### src/rtl/hazard_scoreboard.sv
// hazard_scoreboard
//
// Combined hazard-detection and forwarding controller. The controller keeps
// its own shift-register scoreboard of in-flight register writers. It does
// not tap the downstream pipeline registers.
//
// Each cycle it decides whether the instruction in ID must stall or may issue.
// For every issued instruction it registers the operand-select codes that the
// EXE-stage operand muxes use in the following cycle.
//
// Parameters
//   REG_ADDR_W        register-address width
//   DEPTH             post-ID stages tracked (1 = EXE ... DEPTH = WB), >= 2
//   LOAD_READY_STAGE  first stage whose load data can be forwarded, 2..DEPTH
//   CNT_W             stall-counter width
//   SEL_W             select-code width, derived
//
// Ports
//   clk             rising-edge clock
//   rst             asynchronous active-low reset
//   forward         1 = forwarding mode, 0 = stall-only mode
//   issue_valid     valid instruction in ID
//   issue_wb_en     ID instruction writes a register
//   issue_mem_read  ID instruction is a load
//   issue_dest      ID destination register
//   id_src1/2       ID source registers
//   id_src1_used    qualifies id_src1
//   id_two_src      qualifies id_src2
//   flush           taken branch; the ID instruction must not issue
//   stat_clr        synchronous clear of stall_count
//   stall           combinational; freezes PC and IF/ID
//   sel_src1/2      registered EXE operand selects (0 = regfile, k = stage k)
//   stall_count     saturating count of stall cycles
//
// Handshake: issue_valid is the ID "valid" and ~stall is the "ready". An
// instruction transfers into EXE in a cycle where issue_valid & ~stall & ~flush
// holds. A flush drops the instruction rather than holding it, so flush is not
// part of ready.
module hazard_scoreboard #(
  parameter int REG_ADDR_W       = 4,
  parameter int DEPTH            = 3,
  parameter int LOAD_READY_STAGE = 3,
  parameter int CNT_W            = 16,
  parameter int SEL_W            = $clog2(DEPTH + 1)
) (
  input  logic                  clk,
  input  logic                  rst,
  input  logic                  forward,
  input  logic                  issue_valid,
  input  logic                  issue_wb_en,
  input  logic                  issue_mem_read,
  input  logic [REG_ADDR_W-1:0] issue_dest,
  input  logic [REG_ADDR_W-1:0] id_src1,
  input  logic [REG_ADDR_W-1:0] id_src2,
  input  logic                  id_src1_used,
  input  logic                  id_two_src,
  input  logic                  flush,
  input  logic                  stat_clr,
  output logic                  stall,
  output logic [SEL_W-1:0]      sel_src1,
  output logic [SEL_W-1:0]      sel_src2,
  output logic [CNT_W-1:0]      stall_count
);

  // Entry DEPTH (WB) writes the register file in the same cycle that ID reads
  // it, so that entry can never cause a hazard or a forward. Only entries
  // 1..DEPTH-1 are stored. An instruction shifting out of DEPTH-1 simply retires.
  localparam int LAST = DEPTH - 1;
  localparam logic [CNT_W-1:0] CNT_MAX = '1;

  logic [LAST:1]         r_valid;
  logic [LAST:1]         r_wb_en;
  logic [LAST:1]         r_mem_read;
  logic [REG_ADDR_W-1:0] r_dest [1:LAST];

  logic [SEL_W-1:0]      r_sel_src1;
  logic [SEL_W-1:0]      r_sel_src2;
  logic [CNT_W-1:0]      r_stall_count;

  logic [REG_ADDR_W-1:0] w_src       [2];
  logic [1:0]            w_used;
  logic [1:0]            w_hit;
  logic [1:0]            w_not_ready;
  logic [SEL_W-1:0]      w_match_sel [2];
  logic [SEL_W-1:0]      w_pend_sel  [2];
  logic [1:0]            w_hazard;
  logic                  w_stall;
  logic                  w_issue;

  always_comb begin
    w_src[0] = id_src1;
    w_src[1] = id_src2;
    w_used   = {id_two_src, id_src1_used};
  end

  // Per-source match. The scan runs from oldest to youngest, so the last hit
  // wins and the youngest matching writer decides the select and readiness.
  always_comb begin
    for (int s = 0; s < 2; s++) begin
      w_hit[s]       = 1'b0;
      w_not_ready[s] = 1'b0;
      w_match_sel[s] = '0;
      for (int k = LAST; k >= 1; k--) begin
        if (w_used[s] && r_valid[k] && r_wb_en[k] && (r_dest[k] == w_src[s])) begin
          w_hit[s]       = 1'b1;
          // Data sits at stage k+1 when the consumer reaches EXE.
          w_match_sel[s] = SEL_W'(k + 1);
          w_not_ready[s] = r_mem_read[k] && ((k + 1) < LOAD_READY_STAGE);
        end
      end
      if (forward) begin
        w_hazard[s]   = w_not_ready[s];
        w_pend_sel[s] = w_match_sel[s];
      end else begin
        w_hazard[s]   = w_hit[s];
        w_pend_sel[s] = '0;
      end
    end
  end

  // stall is deliberately not masked by flush. Flush only blocks issue.
  assign w_stall = issue_valid & (|w_hazard);
  assign w_issue = issue_valid & ~w_stall & ~flush;

  always_ff @(posedge clk or negedge rst) begin
    if (!rst) begin
      r_valid    <= '0;
      r_wb_en    <= '0;
      r_mem_read <= '0;
      for (int k = 1; k <= LAST; k++) r_dest[k] <= '0;
    end else begin
      // A cycle without issue puts a bubble (valid = 0) into EXE.
      r_valid[1]    <= w_issue;
      r_wb_en[1]    <= issue_wb_en;
      r_mem_read[1] <= issue_mem_read;
      r_dest[1]     <= issue_dest;
      for (int k = 2; k <= LAST; k++) begin
        r_valid[k]    <= r_valid[k-1];
        r_wb_en[k]    <= r_wb_en[k-1];
        r_mem_read[k] <= r_mem_read[k-1];
        r_dest[k]     <= r_dest[k-1];
      end
    end
  end

  // The selects follow the instruction into EXE. A bubble selects the regfile.
  always_ff @(posedge clk or negedge rst) begin
    if (!rst) begin
      r_sel_src1 <= '0;
      r_sel_src2 <= '0;
    end else begin
      r_sel_src1 <= w_issue ? w_pend_sel[0] : '0;
      r_sel_src2 <= w_issue ? w_pend_sel[1] : '0;
    end
  end

  // A stall cycle that is also flushed is not counted, because the slot is
  // being discarded anyway.
  always_ff @(posedge clk or negedge rst) begin
    if (!rst) begin
      r_stall_count <= '0;
    end else if (stat_clr) begin
      r_stall_count <= '0;
    end else if (w_stall && !flush && (r_stall_count != CNT_MAX)) begin
      r_stall_count <= r_stall_count + 1'b1;
    end
  end

  assign stall       = w_stall;
  assign sel_src1    = r_sel_src1;
  assign sel_src2    = r_sel_src2;
  assign stall_count = r_stall_count;

endmodule

### config.mk
export PLATFORM = sky130hd
export DESIGN_NAME = hazard_scoreboard
export DESIGN_NICKNAME = d
export VERILOG_FILES = /design/src/rtl/hazard_scoreboard.sv
export SDC_FILE = /design/constraint.sdc
export NUM_CORES = 1
export LEC_CHECK = 0
export CORE_ASPECT_RATIO = 0.7
export CORE_UTILIZATION = 45
export DETAILED_ROUTE_END_ITERATION = 16
export GPL_TIMING_DRIVEN = 0
export PLACE_DENSITY = 0.75
export SKIP_LAST_GASP = 1
export SYNTH_ARGS = -nofsm -noshare
export SYNTH_HDL_FRONTEND = slang
export SYNTH_SLANG_ARGS = --single-unit
export TNS_END_PERCENT = 1
### constraint.sdc
create_clock -name clk -period 3.1 [get_ports clk]
set_input_delay 0.62 -clock clk [delete_from_list [all_inputs] [get_ports clk]]
set_output_delay 0.62 -clock clk [all_outputs]
set_load 0.02 [all_outputs]
==> summary by stage, run 1 <==
Yosys
Counting distinct cell types in the post-synthesis netlist gives 33. The portion of the post-synthesis area used by sequential elements is 0.507. A synthesized cell averages 10.9 um2. The most used flip-flop cell after synthesis is sky130_fd_sc_hd__dfrtp_1. For this run, the number of Yosys warnings is 0. The biggest area consumer among synthesized cells is sky130_fd_sc_hd__dfrtp_1. Synthesis produced 150 cells. The fraction of synthesized cell area taken by the top area cell type is 0.507. Summing every instance area after synthesis gives 0.00163 mm2.

For this run, asynchronously set or reset flops after synthesis account for 1.00. After synthesis, the cell types taking the most area are sky130_fd_sc_hd__dfrtp_1 51%, sky130_fd_sc_hd__xor2_1 10%, sky130_fd_sc_hd__nand3_1 4.0%. Counting flops with a built-in enable in the synthesized netlist gives 0.

The net count after synthesis is 173. The flip-flop and latch count after synthesis is 33.

Timing
On the final layout, the worst clock skew is 0.00517 ns. The share of the cycle needed by the critical path after routing is 0.984. Static timing analysis puts the maximum clock frequency at 328 MHz. The final setup violation count is 0. At the pin with the least slew margin, the transition time is 0.719 ns.

The hold violation count in the final report is 0. The final critical path time including I/O delays and setup is 3.05 ns. The worst slew margin relative to its limit is 0.521. The count of pins over their slew limit came to 0.

Routing
The average detailed-routed wire length per instance is 15.2 um. The number of nets with antenna violations after routing is 0. The via count normalized by instance count is 5.23.

The starting DRC count in detailed routing is 47. The number of optimization iterations in the first detailed-route pass is 5. Wires add up to 3790 um. The via count is 1302. The total DRC errors in the routed layout is 0.

Setup path
The standard cell with the maximum stage delay on the critical path is sky130_fd_sc_hd__or4_4. The startpoint class of the critical path is a primary input. The required time of the critical path is 2.48 ns. The worst-case register-to-register setup slack is 0.44 ns. The maximum net fanout on the critical path is 3.

STA classifies the critical path endpoint as a primary output. On the worst path, the slowest cell contributes a delay of 0.57 ns. The critical path starts at id_two_src. The signal on the critical path passes through clkdlybuf4s50_1 > nand4_1 > or4_4 > o21ai_4 > a21boi_2 > and2_1 > buf_4. The worst register-to-register path has a depth of 8. The most critical setup path has its endpoint at stall. The destination of the worst register-to-register timing path is stall_count[11].

The class of the most critical setup path is primary input to primary output. STA puts the critical path data arrival time at 2.43 ns. In this run the critical register-to-register path is launched from r_dest[5].

Run
The max-cap violation count is 0.

Finish
Once layout is complete, the utilization of the core stands at 0.674. Relative to the synthesized area, the layout overhead comes to 36.6%. The count of placed standard cells in the final layout, fillers left out is 249. The top cell types in the final layout, fill and taps aside, are 33 x sky130_fd_sc_hd__clkdlybuf4s50_1, 33 x sky130_fd_sc_hd__dfrtp_1, 19 x sky130_fd_sc_hd__xor2_1. The count of nets after finishing is 224. In the final layout, the share of cells above drive strength 1 is 0.144.

The repair_antennas step left the layout with diodes totalling 0.

Power and ir drop
The share of total power dissipated in sequential elements is 0.511. Of the total power, the share spent switching nets is 0.225. The analysis attributes to net switching a power of 197 uW.

The power density normalized to cell area is 394 mW/mm2. The share of total power in combinational logic is 0.084. Of the total power, the clock network draws 0.405. Cell internal power was estimated by the tool at 678 uW.

The leakage component of the power is 0.937 nW. The peak ir drop on the vdd network is 0.000304 V.

Clock network
The root buffer cell is sky130_fd_sc_hd__clkbuf_8. The clock tree from TritonCTS is done. Clock-pin slew was measured on the worst setup and hold paths at 0.07 ns. In this run the deepest clock path goes through 2 buffers. Counting every sink on the clock net gives 33. The clock latency on the worst-skew pair is 0.28 ns. The number of buffers added by the clock tree synthesis step is 5. The H-tree was split into 2 levels.

Floorplanning
Measured along the y axis, the die boundary spans 52.3 um. The number of top-level design ports is 43. The core region is 0.00330 mm2.

The floorplan row count is 17. The die outline area is 0.00387 mm2. The horizontal die dimension is 73.9 um.

The starting density of the core is 0.494.

GRT
For this run, the total global-route usage over all layers was measured as 0.216. The number of global-route vias before repair came to 1252. The global-route wire length before repair is 5960 um. The initial antenna violation count was 0. The pin count of the biggest net entering global routing is 34. The total overflow left after global routing is 0.

Placed design
Buffers placed on the I/O ports in this run total 41. The placed instance count is 238. Detailed placement finished with a half-perimeter wire length of 2710 um. The congestion estimate from routability-driven global placement came to 0.888.

Min path
The kind of path behind the tightest hold check is primary input to async pin.

Outcome
The flow ran to the end, and the final reports show no timing, DRC or antenna violations.
## how the worst min path moves through the flow
| stage | from | end | cells past startpoint |
|---|---|---|---|
| finish | rst | r_valid[1] | 1 |
| global route | r_wb_en[1] | r_wb_en[2] | 0 |
| CTS | rst | r_dest[4] | 1 |
| detailed placement | r_valid[1] | r_valid[2] | 0 |
| global placement | r_valid[1] | r_valid[2] | 0 |
| floorplan | rst | r_dest[0] | 0 |
## state kept, by name, summed over array words and instances, names as in the netlist
register and cells:
r_dest 8, r_wb_en 2, r_mem_read 1, r_valid 2
sel_src1 2, stall_count 16, sel_src2 2
## logic make-up after synthesis
kind of cell / synth area share
simple gates: 0.224
flops: 0.507
buf+inv: 0.0346
compound gates: 0.101
mux: 0.00692
fa+ha+maj: 0.00769
xor+xnor: 0.118
## layer usage
metal,GRT usage,up-vias,routed length (um)
met5,0,-,0
met3,0.0538,6,170
li1,-,634,-
met2,0.327,45,1750
met1,0.300,617,1820
met4,0.0769,0,47
## worst max-delay path: cells and delay by family
| kind | cells | cell delay (ns) |
|---|---|---|
| simple gates | 3 | 0.84 |
| buf+inv | 2 | 0.64 |
| compound gates | 2 | 0.33 |
## power by group through the flow
stage / logic, mW / clock network [mW] / registers, mW
5_1_grt: 0.0804 / 0.377 / 0.448
3_3_place_gp: 0.0714 / 0 / 0.455
4_1_cts: 0.0732 / 0.360 / 0.447
6_report: 0.0736 / 0.354 / 0.447
2_1_floorplan: 0.0290 / 0 / 0.454
3_5_place_dp: 0.0726 / 0 / 0.455
## synth_stat cells, types with 2 or more instances
| library cell | number |
|---|---|
| sky130_fd_sc_hd__or4_4 | 3 |
| sky130_fd_sc_hd__nor3b_1 | 2 |
| sky130_fd_sc_hd__o31ai_1 | 4 |
| sky130_fd_sc_hd__nor2_1 | 12 |
| sky130_fd_sc_hd__dfrtp_1 | 33 |
| sky130_fd_sc_hd__a21oi_1 | 9 |
| sky130_fd_sc_hd__and2_1 | 2 |
| sky130_fd_sc_hd__inv_1 | 5 |
| sky130_fd_sc_hd__nand2_1 | 5 |
| sky130_fd_sc_hd__xor2_1 | 19 |
| sky130_fd_sc_hd__clkbuf_8 | 2 |
| sky130_fd_sc_hd__nor3_1 | 3 |
| sky130_fd_sc_hd__and3_1 | 3 |
| sky130_fd_sc_hd__nand3_1 | 13 |
| sky130_fd_sc_hd__nand4_1 | 4 |
| sky130_fd_sc_hd__o21ai_0 | 4 |
| sky130_fd_sc_hd__and3_2 | 2 |
| sky130_fd_sc_hd__xnor2_1 | 3 |
| sky130_fd_sc_hd__or4_1 | 4 |
| sky130_fd_sc_hd__or3_1 | 5 |
## final cells by class
type | instances | area, um2
multi-input combinational | 109 | 752
fill | 245 | 1070
tap | 47 | 58.8
inverter | 5 | 18.8
clock buffer | 7 | 96.3
sequential | 33 | 826
timing repair buffer | 44 | 429
buffer | 3 | 37.5
clock inverter | 1 | 5.00
## repair_timing
action / 4_1_cts / 5_1_grt
buffers inserted: 2 / 1
resized for setup: 10 / 4
hold buffers: 0 / 0
setup endpoints to repair: 1 / 1
pin swaps: 2 / 3
## per-stage QoR
stage | setup TNS (ns) | instance area, um2 | hold slack (ns) | power (mW) | setup slack (ns)
floorplan | 0 | 1630 | 0.324 | 0.483 | 0.418
global placement | -0.724 | 2100 | 0.396 | 0.526 | -0.700
CTS | 0 | 2210 | 0.413 | 0.880 | 0.0151
finish | 0 | 2220 | 0.394 | 0.875 | 0.0500
detailed placement | -0.958 | 2090 | 0.389 | 0.528 | -0.776
global route | -0.00689 | 2220 | 0.437 | 0.905 | -0.00689
(Power assumes the default switching activity.)
==> inputs of run 2 (changes only) <==
--- a/config.mk
+++ b/config.mk
@@ -7,6 +7,7 @@
 export LEC_CHECK = 0
 export CORE_ASPECT_RATIO = 0.7
 export CORE_UTILIZATION = 45
+export CTS_CLUSTER_SIZE = 14
 export DETAILED_ROUTE_END_ITERATION = 16
 export GPL_TIMING_DRIVEN = 0
 export PLACE_DENSITY = 0.75
==> results of run 2 <==
Same layout as run 1: the final DEF is identical, and so are final timing and power.
==> inputs of run 3 (changes only) <==
--- a/config.mk
+++ b/config.mk
@@ -6,11 +6,11 @@
 export NUM_CORES = 1
 export LEC_CHECK = 0
 export CORE_ASPECT_RATIO = 0.7
-export CORE_UTILIZATION = 45
+export CORE_MARGIN = 2
+export CORE_UTILIZATION = 35
 export CTS_CLUSTER_SIZE = 14
 export DETAILED_ROUTE_END_ITERATION = 16
 export GPL_TIMING_DRIVEN = 0
-export PLACE_DENSITY = 0.75
 export SKIP_LAST_GASP = 1
 export SYNTH_ARGS = -nofsm -noshare
 export SYNTH_HDL_FRONTEND = slang
==> run 3 against run 2 <==
Combinational power is 1% lower; critical path depth stayed put; clock-buffer cell count stayed put; maximum frequency is 0.48% higher; clock skew is 0.0014 ns higher; critical endpoint unchanged; highest routed layer unchanged.
==> summary by stage, run 3 (synthesis gave the netlist of run 1 again) <==
Outcome
The run finished with clean final reports.

Setup path
The maximum net fanout on the critical path is 3 (unchanged). Walking the worst path, the cells encountered are clkdlybuf4s50_1 > nand4_1 > or4_4 > and2_1 > a21boi_2 > and2_1 > buf_4. The library cell appearing most often on the critical path is sky130_fd_sc_hd__and2_1.

The cell family with the largest share of critical-path delay is simple AND/OR/NAND/NOR gates. The startpoint class of the critical path is a primary input. The number of buffer and inverter stages on the critical path is 2 (unchanged). The arrival time at the worst endpoint came to 2.42 ns (about the same). The maximum single-stage delay on the critical path came to 0.58 ns (about the same). STA classifies the critical path endpoint as a primary output. The required time of the critical path is 2.48 ns (about the same). The setup path with the least slack is of type primary input to primary output. The standard cell with the maximum stage delay on the critical path is sky130_fd_sc_hd__or4_4.

Timing
The slew at the pin with the worst max-slew slack came to 0.719 ns (-0.000350 ns). The setup skew after layout came to 0.00654 ns (+0.00136 ns). The count of pins over their slew limit is 0 (unchanged).

The final setup violation count is 0 (unchanged). The final worst slack came to 0.0645 ns (+0.0144 ns). The worst hold slack across all endpoints came to 0.384 ns (-0.00939 ns). The worst slew margin relative to its limit is 0.521 (about the same). Setup repair after global routing left no endpoint under its margin.

The final critical path time including I/O delays and setup is 3.04 ns (-0.0144 ns). The hold violation count in the final report was 0 (unchanged). The share of the cycle needed by the critical path after routing came to 0.979 (-0.00465). The achievable frequency is 329 MHz (+0.48%).

Clock network
The number of hold buffers added after cts was 0 (unchanged). The clock tree from TritonCTS is done. The root buffer cell is sky130_fd_sc_hd__clkbuf_8. The clock latency on the worst-skew pair is 0.29 ns (about the same). The number of buffers added by the clock tree synthesis step is 5 (unchanged). The register clock-pin slew on the reported worst setup and hold paths is 0.07 ns (about the same).

The maximum root-to-sink buffer count came to 2 (unchanged). The total clock sinks is 33 (unchanged). The CTS H-tree depth was 2 (unchanged).

Routing
The total DRC errors in the routed layout was 0 (unchanged). The average detailed-routed wire length per instance was 15.0 um (-1.3%). The number of optimization iterations in the first detailed-route pass came to 4 (-1). The total wire length is 3840 um (+1.5%). The via count normalized by instance count was 5.14 (-1.8%). The number of nets with antenna violations after routing was 0 (unchanged).

The starting DRC count in detailed routing is 86 (+83%). The via count is 1315 (+1.0%).

GRT
The initial antenna violation count is 0 (unchanged). The global router's overall resource usage is 0.165 (-0.0509). The pin count of the biggest net entering global routing is 34 (unchanged). The global-route wire length before repair is 6370 um (+6.8%). The total global routing overflow is 0 (unchanged). The number of global-route vias before repair is 1307 (+4.4%).

Floorplanning
The area of the placeable core is 0.00440 mm2 (+34%). The number of top-level design ports came to 43 (unchanged). The horizontal die dimension is 85.5 um (+16%). The die height was 61.1 um (+17%). The floorplan row count is 20 (+3). The starting density of the core is 0.370 (-0.124).

The die outline area is 0.00522 mm2 (+35%).

Power and ir drop
The peak ir drop on the vdd network came to 0.000201 V (-34%). The share of power burned in the clock network is 0.409 (+0.004). The part of the total power dissipated in sequential elements is 0.508 (-0.003).

The share of total power in combinational logic is 0.082 (-0.002). The switching share of power was 0.230 (+0.00450). The post-route total power is 880 uW (+0.48%). The switching power of the nets is 202 uW (+2.5%). The cell internal power dissipation is 677 uW (-0.11%). The power density normalized to cell area is 395 mW/mm2 (+0.25%). The leakage component of the power came to 0.930 nW (-0.76%).

Placed design
The worst setup timing slack at the placement stage came to -0.748 ns (+0.0277 ns). The placed wire-length estimate after detailed placement is 2860 um (+5.7%). The placed instance area came to 0.00210 mm2 (+0.48%). The routability congestion estimate from global placement is 0.820 (-7.7%). The count of input and output buffers is 41 (unchanged).

Finish
The share of cells above drive strength 1 came to 0.139 (-0.00426). The finished layout cell area was 0.00223 mm2 (+0.23%). The flip-flop count of the largest register after layout is 16 (unchanged). The count of fill cells added during filler insertion is 394 (+61%). The layout-stage area growth over the synthesis result is 36.9%.

The library cells used most frequently in the layout, excluding fill and tap cells, are 33 x sky130_fd_sc_hd__clkdlybuf4s50_1, 33 x sky130_fd_sc_hd__dfrtp_1, 19 x sky130_fd_sc_hd__xor2_1. The number of diodes added for antenna fixing is 0 (unchanged). The count of nets after finishing came to 223 (-0.45%).

The final core area utilization is 0.506 (-0.168).

Run
The max-cap violation count is 0 (unchanged).

Min path
The min-delay analysis places its worst path in the category primary input to async pin.
## run 3: final cells by class
cell class              count  area (um2)  share of cell area
clock buffers               7        96.3              0.0432
clock inverters             1        5.00             0.00225
repair buffers             43         422               0.189
inverters                   5        18.8             0.00842
plain buffers               3        37.5              0.0168
multi-input cells         109         754               0.339
well taps                  55        68.8              0.0309
flip-flops and latches     33         826               0.371
## run 3: worst paths after layout
check                           slack [ns]  cells past startpoint         endpoint  startpoint
worst max-delay path                  0.06                      7            stall  id_two_src
worst min-delay path                  0.38                      1   stall_count[3]         rst
worst max register to register        0.47                      8  stall_count[11]   r_dest[5]
worst min register to register        0.43                      0       r_valid[2]  r_valid[1]
max in group asynchronous             2.25                      1  stall_count[14]         rst
min in group clk                      0.43                      0       r_valid[2]  r_valid[1]
## run 3: stage by stage
stage	setup TNS (ns)	cells
6_report	0	256
5_1_grt	0	256
4_1_cts	0	256
3_5_place_dp	-0.870	246
3_3_place_gp	-0.790	246
2_1_floorplan	0	150
## run 3: metal layers
metal,GRT usage,up-vias,routed length (um)
met1,0.225,637,1870
li1,-,637,-
met3,0.0335,8,147
met5,0,-,0
met2,0.258,33,1750
met4,0.0794,0,74
## run 3: power by group through the flow
stage               Combinational [mW]  Clock [mW]  Sequential [mW]
finish                          0.0725       0.360            0.447
floorplan                       0.0290           0            0.454
global placement                0.0723           0            0.455
detailed placement              0.0731           0            0.455
global route                    0.0803       0.397            0.448
CTS                             0.0734       0.369            0.447
## run 3: timing repair
action,in CTS,in global routing
buffers inserted,2,0
pin swaps,2,3
endpoints found under the setup margin,1,1
gates resized for setup,10,4
gates cloned,0,0
